## src/rtl/riscv_pkg.sv

```systemverilog
// Shared constants for the pipelined core's datapath selects.
//   WIDTH_DEFAULT : default data word width used by the select blocks.
//   SEL_*         : named select indices so call sites do not hard-code
//                   magic numbers for operand / writeback / PC-source muxes.
//   sel_in_range  : helper that says whether a select value addresses a
//                   real input of an N-input mux.
package riscv_pkg;

  localparam int WIDTH_DEFAULT = 32;

  localparam int SEL_ALU = 0;
  localparam int SEL_MEM = 1;
  localparam int SEL_PC4 = 2;
  localparam int SEL_IMM = 3;

  function automatic logic sel_in_range(input int sel_value, input int num_in);
    return (sel_value >= 0) && (sel_value < num_in);
  endfunction

endpackage

```

## src/rtl/mux_n_comb.sv

```systemverilog
// Purely combinational N:1 word select.
//   in_data  : NUM_IN words, flattened; word i sits at [i*WIDTH +: WIDTH].
//   sel      : index of the word to forward.
//   out_data : selected word, or all zeros when sel does not name an input.
//   err      : high when sel does not name an input.
// With NUM_IN=2 this is a drop-in replacement for the old 2:1 select.
module mux_n_comb
  import riscv_pkg::*;
#(
  parameter int  WIDTH  = WIDTH_DEFAULT,
  parameter int  NUM_IN = 4,
  localparam int SEL_W  = $clog2(NUM_IN)
) (
  input  logic [NUM_IN*WIDTH-1:0] in_data,
  input  logic [SEL_W-1:0]        sel,
  output logic [WIDTH-1:0]        out_data,
  output logic                    err
);

  logic [WIDTH-1:0] words [NUM_IN];

  generate
    for (genvar gi = 0; gi < NUM_IN; gi++) begin : g_unpack
      assign words[gi] = in_data[gi*WIDTH +: WIDTH];
    end
  endgenerate

  // Default to "no match"; only an in-range index overrides it. When NUM_IN
  // is not a power of two the upper select codes fall through to zero + err.
  always_comb begin
    out_data = '0;
    err      = 1'b1;
    for (int i = 0; i < NUM_IN; i++) begin
      if (sel == SEL_W'(i)) begin
        out_data = words[i];
        err      = 1'b0;
      end
    end
  end

endmodule

```

## src/rtl/mux_pipe_reg.sv

```systemverilog
// Registered N:1 word select with a valid/ready handshake.
//   clk, rst_n          : rising-edge clock, synchronous active-low reset.
//   in_data, sel        : flattened candidate words and the select index.
//   in_valid / in_ready : upstream handshake; in_ready depends on state only.
//   flush               : discard every buffered word at this edge.
//   out_data/out_valid  : selected word, registered.
//   out_ready           : downstream handshake.
//   sel_err             : sticky, set when an out-of-range select is accepted.
// Two storage slots (main + skid) let the block take one more word after
// downstream stalls, so in_ready never has to follow out_ready
// combinationally and nothing is lost or duplicated.
module mux_pipe_reg
  import riscv_pkg::*;
#(
  parameter int  WIDTH  = WIDTH_DEFAULT,
  parameter int  NUM_IN = 4,
  localparam int SEL_W  = $clog2(NUM_IN)
) (
  input  logic                    clk,
  input  logic                    rst_n,
  input  logic [NUM_IN*WIDTH-1:0] in_data,
  input  logic [SEL_W-1:0]        sel,
  input  logic                    in_valid,
  output logic                    in_ready,
  input  logic                    flush,
  output logic [WIDTH-1:0]        out_data,
  output logic                    out_valid,
  input  logic                    out_ready,
  output logic                    sel_err
);

  logic [WIDTH-1:0] sel_word;
  logic             sel_bad;

  logic [WIDTH-1:0] main_data_reg;
  logic             main_valid_reg;
  logic [WIDTH-1:0] skid_data_reg;
  logic             skid_valid_reg;
  logic             sel_err_reg;

  logic             accept;

  mux_n_comb #(
    .WIDTH  (WIDTH),
    .NUM_IN (NUM_IN)
  ) u_mux (
    .in_data  (in_data),
    .sel      (sel),
    .out_data (sel_word),
    .err      (sel_bad)
  );

  assign in_ready  = !skid_valid_reg;
  assign accept    = in_valid && in_ready;
  assign out_data  = main_data_reg;
  assign out_valid = main_valid_reg;
  assign sel_err   = sel_err_reg;

  always_ff @(posedge clk) begin
    if (!rst_n) begin
      main_data_reg  <= '0;
      main_valid_reg <= 1'b0;
      skid_data_reg  <= '0;
      skid_valid_reg <= 1'b0;
      sel_err_reg    <= 1'b0;
    end else if (flush) begin
      // Data registers keep their contents; the valids are what matter.
      main_valid_reg <= 1'b0;
      skid_valid_reg <= 1'b0;
    end else begin
      if (accept && sel_bad) begin
        sel_err_reg <= 1'b1;
      end

      if (skid_valid_reg) begin
        // Skid only fills while main holds a stalled word, so main is valid
        // here. in_ready is low, so no new word competes for the slots.
        if (out_ready) begin
          main_data_reg  <= skid_data_reg;
          skid_valid_reg <= 1'b0;
        end
      end else if (accept) begin
        if (!main_valid_reg || out_ready) begin
          main_data_reg  <= sel_word;
          main_valid_reg <= 1'b1;
        end else begin
          skid_data_reg  <= sel_word;
          skid_valid_reg <= 1'b1;
        end
      end else if (main_valid_reg && out_ready) begin
        main_valid_reg <= 1'b0;
      end
    end
  end

endmodule

```

## config.mk

```make
export PLATFORM = sky130hd
export DESIGN_NAME = mux_pipe_reg
export DESIGN_NICKNAME = d
export VERILOG_FILES = /design/src/rtl/riscv_pkg.sv /design/src/rtl/mux_n_comb.sv /design/src/rtl/mux_pipe_reg.sv
export SDC_FILE = /design/constraint.sdc
export NUM_CORES = 1
export LEC_CHECK = 0
export ABC_CLOCK_PERIOD_IN_PS = 3800
export BUFFER_PORTS_ARGS = -buffer_cell sky130_fd_sc_hd__buf_2
export CORE_ASPECT_RATIO = 0.6
export CORE_MARGIN = 3
export CORE_UTILIZATION = 45
export CTS_BUF_LIST = sky130_fd_sc_hd__clkbuf_8
export DETAILED_ROUTE_END_ITERATION = 8
export MAX_ROUTING_LAYER = met4
export PLACE_DENSITY = 0.74
export SLEW_MARGIN = 25
export SYNTH_ARGS = -nofsm -noshare
export SYNTH_HDL_FRONTEND = slang
export SYNTH_HIERARCHICAL = 1
export SYNTH_SLANG_ARGS = --single-unit
```

## constraint.sdc

```tcl
create_clock -name clk -period 3.8 [get_ports clk]
set_clock_uncertainty 0.15 [all_clocks]
set_input_delay 0.19 -clock clk [delete_from_list [all_inputs] [get_ports clk]]
set_output_delay 0.19 -clock clk [all_outputs]
set_load 0.01 [all_outputs]
```

=== Yosys cells after proc, flatten, opt, wreduce, memory -nomap -nowiden ===
Cells that the tools add are included.

* Bitwise gates (word level): 4
* Reduce and logical (&&, ||, !) cells: 15
* Eq/ne operators: 5
* Muxes and demuxes: 19

{| class="wikitable"
|+ Operators with widths
! kind !! number
|-
| $mux W32 || 8
|-
| $mux W1 || 11
|-
| $reduce_and A4 Y1 || 2
|-
| $reduce_bool A2 Y1 || 3
|-
| $eq A2 B2 Y1 const B || 2
|-
| $not A1 Y1 || 4
|-
| $logic_and A1 B1 Y1 || 3
|-
| $reduce_and A3 Y1 || 1
|-
| $eq A2 B1 Y1 const B || 1
|-
| $logic_not A1 Y1 || 2
|-
| $logic_not A2 Y1 || 1
|-
| $ne A2 B1 Y1 const B || 1
|-
| $ne A2 B2 Y1 const B || 1
|-
| $reduce_and A2 Y1 || 1
|-
| $reduce_or A2 Y1 || 1
|-
| $logic_or A1 B1 Y1 || 1
|}

* Register bits: 67
* Bits of input ports: 135
* Word-level logic and storage cells: 48

=== Longest topological paths before layout ===
Gate-level depths: netlist (run 1).

* Depth in word-level cells: 8
* Depth in mapped cells: 6
* Gate-level depth less buffers: 4

=== By module ===
The synthesis (run 1) kept the hierarchy.

{| class="wikitable"
|+ By module, submodules not included
! module !! cells each !! instances !! area each (µm²)
|-
| mux_pipe_reg || 302 || 1 || 2,965.3
|-
| mux_n_comb || 41 || 1 || 825.8
|}

=== Worst setup path before layout (run 1) ===
OpenSTA, ideal clock, no wires.

* Path kind: register to register
* From: register skid_valid_reg
* To: register skid_data_reg[10]
* Library setup time: 72 ps
* Setup slack: 2,226 ps
* Path buffers: 2
* Stages on the path, launching flop included: 6
* Arrival: 1,352 ps
* Cells stage by stage: dfxtp_1 -> buf_6 -> nand2b_4 -> nor4b_4 -> buf_6 -> mux2i_1

* Longest elaborated chain between the ends: 3
* Elaborated cells between the ends (all ways): 4

{| class="wikitable"
|+ Ends and longest elaborated chain
! what !! RTL line !! RTL
|-
| start, declared || mux_pipe_reg.sv:38 || <nowiki>logic skid_valid_reg;</nowiki>
|-
| start signal, assigned || mux_pipe_reg.sv:64 || <nowiki>skid_valid_reg <= 1'b0;</nowiki>
|-
| start signal, assigned || mux_pipe_reg.sv:69 || <nowiki>skid_valid_reg <= 1'b0;</nowiki>
|-
| start signal, assigned || mux_pipe_reg.sv:80 || <nowiki>skid_valid_reg <= 1'b0;</nowiki>
|-
| $logic_not A1 Y1 || mux_pipe_reg.sv:53 || <nowiki>assign in_ready = !skid_valid_reg;</nowiki>
|-
| $logic_and A1 B1 Y1 || mux_pipe_reg.sv:54 || <nowiki>assign accept = in_valid && in_ready;</nowiki>
|-
| $reduce_and A4 Y1 (no line) (*) || - ||
|-
| end signal, assigned || mux_pipe_reg.sv:87 || <nowiki>skid_data_reg <= sel_word;</nowiki>
|-
| end, declared || mux_pipe_reg.sv:37 || <nowiki>logic [WIDTH-1:0] skid_data_reg;</nowiki>
|}

Mark *: on every way between the ends. The rest lies on a longest branch, timed or not.
A chain may end at the register's enable or synchronous reset.

=== Final worst setup path (run 1) ===
* From: register skid_valid_reg
* To: register main_data_reg[30], in the netlist out_data[30]

* Longest elaborated chain between the ends: 4
* Elaborated cells between the ends (all ways): 7

{| class="wikitable"
|+ Ends and longest elaborated chain
! what !! RTL line !! RTL
|-
| $logic_not A1 Y1 || mux_pipe_reg.sv:53 ||
|-
| $logic_and A1 B1 Y1 || mux_pipe_reg.sv:54 ||
|-
| $reduce_bool A2 Y1 (no line) || - ||
|-
| $reduce_and A4 Y1 (no line) || - ||
|-
| end signal, assigned || mux_pipe_reg.sv:79 || <nowiki>main_data_reg <= skid_data_reg;</nowiki>
|-
| end signal, assigned || mux_pipe_reg.sv:84 || <nowiki>main_data_reg <= sel_word;</nowiki>
|-
| end, declared || mux_pipe_reg.sv:35 || <nowiki>logic [WIDTH-1:0] main_data_reg;</nowiki>
|}

Parallel ways exist; a longest one is shown, timed or not.

==> flow_summary_export.csv, run 1 <==
group,metric,value,unit
run_status,status,"completed",
timing,period_share,63.5,%
pwr,ir_drop,0.000173,V
finish,synthToLayoutAreaGrowth,26.8,%
yosys,synth_seq_area_share,35.4,%
route,drt_iter0_markers,171,
clock_network,cts_setup_buffers,0,
place,place_hpwl,7290,µm
pwr,powerDensity,342,nW/µm²
global_routing,grt-ovfl-total,0,
place,pre_cts_ws,1.37,ns
timing,worst_slack,1.39,ns
finish,mostFrequentLayoutCell,"buf_2",
floorplanning,design.core.area,8040,µm²
yosys,ys_ff_latch,67,
clock_network,tritoncts,"built",
yosys,ys_types,26,
timing,tightestPinTransition,0.819,ns
timing,drv_slew,0,
global_routing,grt_max_degree,73,
finish,fillCellCount,703,
place,gp_congestion,0.900,
clock_network,clkLatencyLatePin,0.34,ns
clock_network,cts_max_level,3,
clock_network,cts-root-buf,"clkbuf_8",
setup_path,cp_cell_sequence,"o21bai_4 > buf_4 > and2_1 > buf_4 > o211a_1",
floorplanning,dieWidth,124,µm
yosys,synth_area,3790,µm²
yosys,yosys_warnings,6,
route,dr.pass1.iters,4,
setup_path,critPathRequiredTime,3.93,ns
setup_path,slowest_delay,0.58,ns
pwr,pwr-share-seq,45.5,%
setup_path,crit_arrival,2.55,ns
yosys,synth_nets,478,
setup_path,cp_max_fo,33,
floorplanning,rows,25,
timing,finalSetupViolCount,0,
place,port_buffers,169,
timing,period_minus_slack,2.41,ns
setup_path,path_class,"reg2reg",
pwr,leakagePower,2.31,nW
setup_path,cp_slowest_cell,"and2_1",
clock_network,clk_pin_slew,0.07,ns
setup_path,end_kind,"flip-flop",
route,postRouteAntennaNets,0,
setup_path,cp-start-kind,"flip-flop",
route,wire_per_inst,16.7,µm
timing,hold_viol_final,0,
floorplanning,dieArea,9600,µm²
finish,layout-drive-gt1-share,45.4,%
clock_network,numCtsBuffers,9,
floorplanning,start_util,47.2,%
min_path,hold_path_class,"in2reg",
timing,setup_tns,0,ns
yosys,synth.area.top_cells,"dfxtp_1 (35%), mux4_2 (18%), mux2i_1 (17%)",
timing,slew_headroom,45.4,%
run,cap_violations,0,
clock_network,post_cts_resized,0,
pwr,intPower,0.00121,W
setup_path,cp_top_family,"buffers and inverters",
route,drt_wl_total,10200,µm
setup_path,critPathMostFrequentCell,"buf_4",
timing,fmax,414,MHz
pwr,clkPwrFrac,35.5,%
floorplanning,io_pins,170,
global_routing,grt_pass1_vias,3449,
yosys,avgSynthCellArea,11.1,µm²
pwr,p_comb_share,19.0,%
finish,finalNetCount,630,
route,vias,3282,
global_routing,track_usage,22.3,%
route,drc_errors,0,
yosys,synth_largest_area_cell,"dfxtp_1",
yosys,netlist.area_leader.share,35.4,%
route,via_per_inst,5.39,
setup_path,cp_num_buf_inv,2,
floorplanning,die_h,77.1,µm
global_routing,grt_pass1_wl,16700,µm
pwr,p_switching,0.000429,W
clock_network,cts_sinks,67,
global_routing,antenna_found_initial,0,
pwr,swShare,26.1,%
clock_network,cts_max_path_buffers,2,
finish,final_cell_mix,"buf_2 (168), dfxtp_1 (66), mux2i_1 (64), nand2_1 (64)",
timing,rsz0062_at_grt,"no",
yosys,syn_inst,343,
==> synthesized netlist by cell type <==
library cell / count
nand3_1: 32
o21a_1: 1
nand2b_4: 1
o21ai_1: 1
dfxtp_1: 67
buf_4: 1
conb_1: 1
inv_2: 1
mux2i_1: 64
o211a_1: 32
nor3b_1: 1
nor4b_4: 1
buf_2: 11
nand2b_1: 1
buf_6: 5
a21oi_1: 2
nand2_1: 64
mux4_1: 2
clkbuf_1: 17
mux4_2: 30
nor3_1: 1
and2_1: 1
inv_1: 1
o21bai_2: 1
o21ba_1: 1
buf_12: 3
==> per-layer routing <==
layer  vias up  part of all wire (%)  GRT usage, %
li1       1581                     -             -
met1      1565                    44          26.7
met2       128                    48          36.6
met3         8                   7.0          6.33
met4         0                  0.74          7.11
met5         -                     0             -
==> cell type report <==
class	instances	area, µm²	share of cell area [%]
Timing Repair Buffer	178	918	19.1
Antenna cell	1	2.50	0.0521
Clock buffer	10	138	2.86
Multi-Input combinational cell	237	2210	45.9
Clock inverter	6	56.3	1.17
Inverter	2	7.51	0.156
Sequential cell	67	1340	27.9
Tap cell	108	135	2.81
==> what timing repair did <==
item | in CTS | in global routing
endpoints found under the hold margin | 1 | 0
endpoints found under the setup margin | 0 | 0
hold buffers | 1 | 0
==> worst register-to-register path: stages, from the launching register on <==
cell      delay [ns]
dfxtp_2         0.50
o21bai_4        0.18
buf_4           0.39
and2_1          0.58
buf_4           0.37
o211a_1         0.18
==> cell families after synthesis <==
group / after synthesis / share of synthesized area, %
simple gates: 102 / 12.2
mux: 96 / 36.1
flops: 67 / 35.4
buf+inv: 39 / 6.60
compound gates: 38 / 9.60
other cells: 1 / 0.0989
==> worst paths after layout <==
kind                                   from  depth (start not counted)  slack, ns                        endpoint
min                                in_valid                          3       0.03          out_valid$_SDFFE_PP0P_
max reg2reg       skid_valid_reg$_SDFF_PP0_                          5       1.39       out_data[30]$_SDFFE_PN0P_
max               skid_valid_reg$_SDFF_PP0_                          5       1.39       out_data[30]$_SDFFE_PN0P_
min reg2reg  skid_data_reg[21]$_SDFFE_PN0P_                          2       0.31  skid_data_reg[21]$_SDFFE_PN0P_
==> power by group through the flow <==
stage                     combinational, W  clock [W]  sequential (W)
after floorplan                   0.000185          0        0.000773
after detailed placement          0.000314          0        0.000763
after global placement            0.000304          0        0.000763
after CTS                         0.000317   0.000604        0.000747
final                             0.000313   0.000583        0.000748
after global routing              0.000346   0.000636        0.000750
==> per-stage QoR <==
stage	hold slack, ns	instance area, µm²	total power [W]	std cells	util (%)
after floorplan	0.119	3790	0.000958	343	-
after global placement	0.291	4600	0.00107	591	57.2
after detailed placement	0.298	4600	0.00108	591	57.2
after CTS	0.00741	4800	0.00167	608	59.8
after global routing	0.0222	4800	0.00173	608	59.8
final	0.0296	4810	0.00164	609	59.8
(Power assumes the default switching activity.)
==> inputs of run 2 (changes only) <==
--- a/config.mk
+++ b/config.mk
@@ -5,15 +5,15 @@
 export SDC_FILE = /design/constraint.sdc
 export NUM_CORES = 1
 export LEC_CHECK = 0
-export ABC_CLOCK_PERIOD_IN_PS = 3800
+export ABC_CLOCK_PERIOD_IN_PS = 2150
 export BUFFER_PORTS_ARGS = -buffer_cell sky130_fd_sc_hd__buf_2
 export CORE_ASPECT_RATIO = 0.6
 export CORE_MARGIN = 3
-export CORE_UTILIZATION = 45
+export CORE_UTILIZATION = 44
 export CTS_BUF_LIST = sky130_fd_sc_hd__clkbuf_8
 export DETAILED_ROUTE_END_ITERATION = 8
 export MAX_ROUTING_LAYER = met4
-export PLACE_DENSITY = 0.74
+export PLACE_DENSITY = 0.75
 export SLEW_MARGIN = 25
 export SYNTH_ARGS = -nofsm -noshare
 export SYNTH_HDL_FRONTEND = slang
==> constraint.sdc (replaced) <==
create_clock -name clk -period 2.15 [get_ports clk]
set_clock_uncertainty 0.15 [all_clocks]
set_input_delay 0.1075 -clock clk [delete_from_list [all_inputs] [get_ports clk]]
set_output_delay 0.1075 -clock clk [all_outputs]
set_load 0.01 [all_outputs]
==> flow_summary_export.csv, run 2 (synthesized netlist as in run 1, its figures left out) <==
group,metric,value,unit
run,cap_violations,0,
finish,synthToLayoutAreaGrowth,31.2,%
route,postRouteAntennaNets,0,
finish,multi_input_area,2210,µm²
timing,hold_viol_final,0,
timing,slew_headroom,63.2,%
global_routing,grt_max_degree,37,
timing,setup_tns,0,ns
global_routing,antenna_found_initial,0,
place,port_buffers,169,
global_routing,grt-ovfl-total,0,
timing,rsz0062_at_grt,"no",
clock_network,tritoncts,"built",
timing,tightestPinTransition,0.552,ns
clock_network,numCtsBuffers,9,
pwr,clkPwrFrac,38.5,%
setup_path,path_class,"reg2reg",
finish,finalNetCount,639,
setup_path,rrSetupSlack,0.27,ns
clock_network,clkLatencyLatePin,0.34,ns
setup_path,cp_cell_sequence,"buf_4 > o21ai_1 > a21oi_1 > dlygate4sd3_1",
pwr,p_comb_share,18.8,%
floorplanning,rows,25,
pwr,pwr-share-seq,42.7,%
setup_path,cp-start-kind,"flip-flop",
finish,n_antenna_cell,0,
floorplanning,start_util,46.6,%
clock_network,cts_max_level,3,
setup_path,crit_arrival,2.02,ns
pwr,powerDensity,621,nW/µm²
pwr,swShare,25.0,%
clock_network,cts-root-buf,"clkbuf_8",
timing,worst_slack,0.271,ns
timing,period_minus_slack,1.88,ns
global_routing,grt_pass1_wl,17200,µm
timing,fmax,532,MHz
pwr,intPower,0.00232,W
setup_path,slowest_delay,0.56,ns
finish,final_core_util,61.1,%
pwr,p_switching,0.000771,W
floorplanning,design.core.area,8130,µm²
global_routing,track_usage,22.4,%
setup_path,cp_max_fo,26,
route,drc_errors,0,
route,via_per_inst,5.44,
floorplanning,io_pins,170,
floorplanning,dieArea,9800,µm²
clock_network,cts_sinks,67,
place,place_hpwl,7640,µm
timing,drv_slew,0,
finish,fillCellCount,686,
finish,final_cell_mix,"buf_2 (169), dfxtp_1 (66), mux2i_1 (64), nand2_1 (64)",
timing,hold_slack,0.110,ns
min_path,hold_path_class,"in2reg",
clock_network,clk_pin_slew,0.08,ns
global_routing,grt_pass1_vias,3488,
pwr,leakagePower,2.40,nW
finish,mostFrequentLayoutCell,"buf_2",
finish,layout-drive-gt1-share,46.0,%
clock_network,post_cts_resized,0,
pwr,ir_drop,0.000271,V
route,drt_wl_total,10600,µm
route,drt_iter0_markers,129,
place,pre_cts_ws,0.300,ns
clock_network,cts_max_path_buffers,2,
setup_path,end_kind,"flip-flop",
route,vias,3354,
timing,finalSetupViolCount,0,
timing,period_share,87.4,%
place,gp_congestion,0.798,
setup_path,critPathRequiredTime,2.29,ns
finish,seqCellArea,1340,µm²
route,dr.pass1.iters,4,
route,wire_per_inst,17.1,µm
floorplanning,dieWidth,126,µm
floorplanning,die_h,77.9,µm
setup_path,cp_slowest_cell,"dlygate4sd3_1",
pwr,power,0.00309,W
run_status,status,"completed",
-- run 2: worst paths after layout --
check / end / start / cells past startpoint
setup reg to reg: out_valid$_SDFFE_PP0P_ / skid_valid_reg$_SDFF_PP0_ / 4
hold / removal: skid_data_reg[18]$_SDFFE_PN0P_ / in_data[82] / 4
setup / recovery: out_valid$_SDFFE_PP0P_ / skid_valid_reg$_SDFF_PP0_ / 4
hold reg to reg: skid_data_reg[12]$_SDFFE_PN0P_ / skid_data_reg[12]$_SDFFE_PN0P_ / 2
-- run 2: power groups by stage --
stage	registers [W]	clock network (W)	logic [W]
6_report	0.00132	0.00119	0.000581
5_1_grt	0.00133	0.00127	0.000640
4_1_cts	0.00132	0.00122	0.000588
3_5_place_dp	0.00135	0	0.000582
3_3_place_gp	0.00135	0	0.000558
2_1_floorplan	0.00137	0	0.000326
-- run 2: area by class of cell --
cell class	count	area share, %
multi-input combinational	237	44.4
sequential	67	27.0
timing repair buffer	187	21.2
clock buffer	11	3.04
tap	108	2.72
clock inverter	5	1.51
inverter	2	0.151
-- run 2: critical path: cells and delay by family (launching register included) --
family	cells	cell delay (ns)
AOI/OAI and AO/OA	2	0.29
buffers and inverters	2	0.99
DFF	1	0.40
-- run 2: routing by layer --
layer,track usage (%),part of all wire [%]
met1,26.7,42
met2,38.2,50
met3,6.74,7.1
met4,4.60,0.44
met5,-,0
-- run 2: what timing repair did --
item / CTS / global route
endpoints found under the setup margin: 0 / 0
hold buffers: 4 / 0
setup buffers: 0 / 0
endpoints found under the hold margin: 2 / 0
-- run 2: per-stage QoR --
stage,cell area (µm²),cells
after floorplan,3790,343
after global placement,4710,597
after detailed placement,4710,597
after CTS,4970,617
after global routing,4970,617
final,4970,617
==> inputs of run 3 (changes only) <==
--- a/config.mk
+++ b/config.mk
@@ -8,12 +8,11 @@
 export ABC_CLOCK_PERIOD_IN_PS = 2150
 export BUFFER_PORTS_ARGS = -buffer_cell sky130_fd_sc_hd__buf_2
 export CORE_ASPECT_RATIO = 0.6
-export CORE_MARGIN = 3
 export CORE_UTILIZATION = 44
 export CTS_BUF_LIST = sky130_fd_sc_hd__clkbuf_8
 export DETAILED_ROUTE_END_ITERATION = 8
 export MAX_ROUTING_LAYER = met4
-export PLACE_DENSITY = 0.75
+export PLACE_DENSITY = 0.84
 export SLEW_MARGIN = 25
 export SYNTH_ARGS = -nofsm -noshare
 export SYNTH_HDL_FRONTEND = slang
==> constraint.sdc (replaced) <==
create_clock -name clk -period 2.15 [get_ports clk]
set_clock_uncertainty 0.15 [all_clocks]
set_input_delay 0.1075 -clock clk [delete_from_list [all_inputs] [get_ports clk]]
set_output_delay 0.1075 -clock clk [all_outputs]
set_load 0.005 [all_outputs]
==> flow_summary_export.csv, run 3 (synthesized netlist as in run 1, its figures left out) <==
group,metric,value,unit
run_status,status,"completed",
pwr,power,0.00275,W
pwr,ir_drop,0.000361,V
clock_network,cts_max_level,3,
timing,finalSetupViolCount,0,
finish,mostFrequentLayoutCell,"buf_2",
pwr,leakagePower,2.36,nW
setup_path,end_kind,"flip-flop",
route,postRouteAntennaNets,0,
floorplanning,start_util,46.8,%
setup_path,cp_max_fo,49,
floorplanning,dieWidth,122,µm
setup_path,critPathRequiredTime,2.27,ns
pwr,powerDensity,564,nW/µm²
place,pre_cts_ws,0.391,ns
setup_path,cp_slowest_cell,"dlygate4sd3_1",
timing,rsz0062_at_grt,"no",
floorplanning,die_h,73.9,µm
setup_path,cp_cell_sequence,"dlygate4sd3_1 > buf_2 > buf_4 > nand2b_1 > nor3_1 > dlygate4sd3_1",
setup_path,critPathCapture,"skid_valid_reg$_SDFF_PP0_",
setup_path,crit_arrival,2.05,ns
global_routing,grt_max_degree,50,
floorplanning,design.core.area,8100,µm²
finish,final_area,4870,µm²
finish,finalNetCount,640,
timing,drv_slew,0,
clock_network,clkLatencyLatePin,0.34,ns
finish,fillCellCount,691,
place,port_buffers,169,
route,drc_errors,0,
clock_network,cts_setup_buffers,0,
setup_path,path_class,"in2reg",
route,dr.pass1.iters,5,
clock_network,cts_max_path_buffers,2,
place,gp_congestion,0.720,
route,drt_wl_total,9900,µm
route,via_per_inst,5.42,
clock_network,tritoncts,"built",
floorplanning,io_pins,170,
setup_path,r2r_end,"out_data[11]$_SDFFE_PN0P_",
finish,layout-drive-gt1-share,45.4,%
place,place_hpwl,7160,µm
setup_path,cp-start-kind,"input port",
setup_path,rrSetupSlack,0.44,ns
clock_network,clk_pin_slew,0.07,ns
route,drt_iter0_markers,205,
finish,multi_input_area,2200,µm²
timing,worst_slack,0.220,ns
setup_path,regToRegStartpoint,"skid_valid_reg$_SDFF_PP0_",
route,wire_per_inst,16.0,µm
place,place_area,4660,µm²
global_routing,grt-ovfl-total,0,
clock_network,post_cts_resized,0,
global_routing,grt_pass1_wl,15300,µm
clock_network,cts-root-buf,"clkbuf_8",
global_routing,antenna_found_initial,0,
global_routing,grt_pass1_vias,3225,
timing,period_share,89.8,%
finish,n_antenna_cell,0,
clock_network,numCtsBuffers,9,
finish,final_cell_mix,"buf_2 (169), dfxtp_1 (66), mux2i_1 (64), nand2_1 (64)",
global_routing,track_usage,23.5,%
min_path,hold_path_class,"in2reg",
timing,setup_tns,0,ns
floorplanning,dieArea,9000,µm²
route,vias,3343,
clock_network,cts_sinks,67,
finish,seqCellArea,1340,µm²
run,cap_violations,0,
timing,period_minus_slack,1.93,ns
floorplanning,rows,25,
setup_path,slowest_delay,0.57,ns
setup_path,reg2reg_depth,5,
timing,fmax,518,MHz
setup_path,critPathMostFrequentCell,"dlygate4sd3_1",
timing,hold_viol_final,0,
finish,synthToLayoutAreaGrowth,28.5,%
setup_path,crit_start,"rst_n",
run 3: cell types whose count changed in the layout (fill, tap and decap cells not counted), moves of 2 or more:
| cell | previous run | this run |
|---|---|---|
| buf_12 | 5 | 2 |
| buf_4 | 9 | 12 |
| bufinv_16 | 2 | 0 |
| inv_1 | 1 | 3 |
run 3: critical path: cells and delay by family:
family                 cells  cell delay, ns
AND/OR/NAND/NOR            2            0.32
buffers and inverters      4            1.60
run 3: how the worst min path moves through the flow:
| stage | from | end | cells past startpoint |
|---|---|---|---|
| floorplan | out_ready | skid_valid_reg$_SDFF_PP0_ | 1 |
| global placement | out_ready | skid_valid_reg$_SDFF_PP0_ | 2 |
| detailed placement | out_ready | skid_valid_reg$_SDFF_PP0_ | 2 |
| CTS | in_data[16] | skid_data_reg[16]$_SDFFE_PN0P_ | 4 |
| global route | in_data[115] | skid_data_reg[19]$_SDFFE_PN0P_ | 4 |
| finish | in_data[16] | skid_data_reg[16]$_SDFFE_PN0P_ | 4 |
run 3: timing repair:
item	4_1_cts	5_1_grt
endpoints found under the setup margin	0	0
endpoints found under the hold margin	3	0
hold buffers	5	0
run 3: power breakdown:
| part | internal, W | total, W | switching [W] |
|---|---|---|---|
| clock network | 0.000429 | 0.000873 | 0.000444 |
| logic | 0.000310 | 0.000553 | 0.000243 |
| registers | 0.00129 | 0.00132 | 0.0000286 |
run 3: routing by layer:
| metal | global-route usage [%] | vias to the layer above | routed length (µm) |
|---|---|---|---|
| met1 | 27.0 | 1592 | 4030 |
| met3 | 6.21 | 17 | 794 |
| met2 | 39.8 | 145 | 4900 |
| met4 | 8.78 | 0 | 169 |
| met5 | - | - | 0 |
| li1 | - | 1589 | - |
run 3: layout make-up:
cell class | instances | area share (%)
sequential | 67 | 27.6
multi-input combinational | 237 | 45.2
clock buffer | 10 | 2.83
tap | 108 | 2.77
inverter | 2 | 0.154
clock inverter | 5 | 0.462
timing repair buffer | 188 | 21.1
run 3: per-stage QoR:
stage | hold WS [ns] | cells | utilization, %
4_1_cts | 0.110 | 617 | 60.1
5_1_grt | 0.121 | 617 | 60.1
6_report | 0.123 | 617 | 60.1
2_1_floorplan | 0.0368 | 343 | -
3_5_place_dp | 0.208 | 597 | 57.5
3_3_place_gp | 0.195 | 597 | 57.5
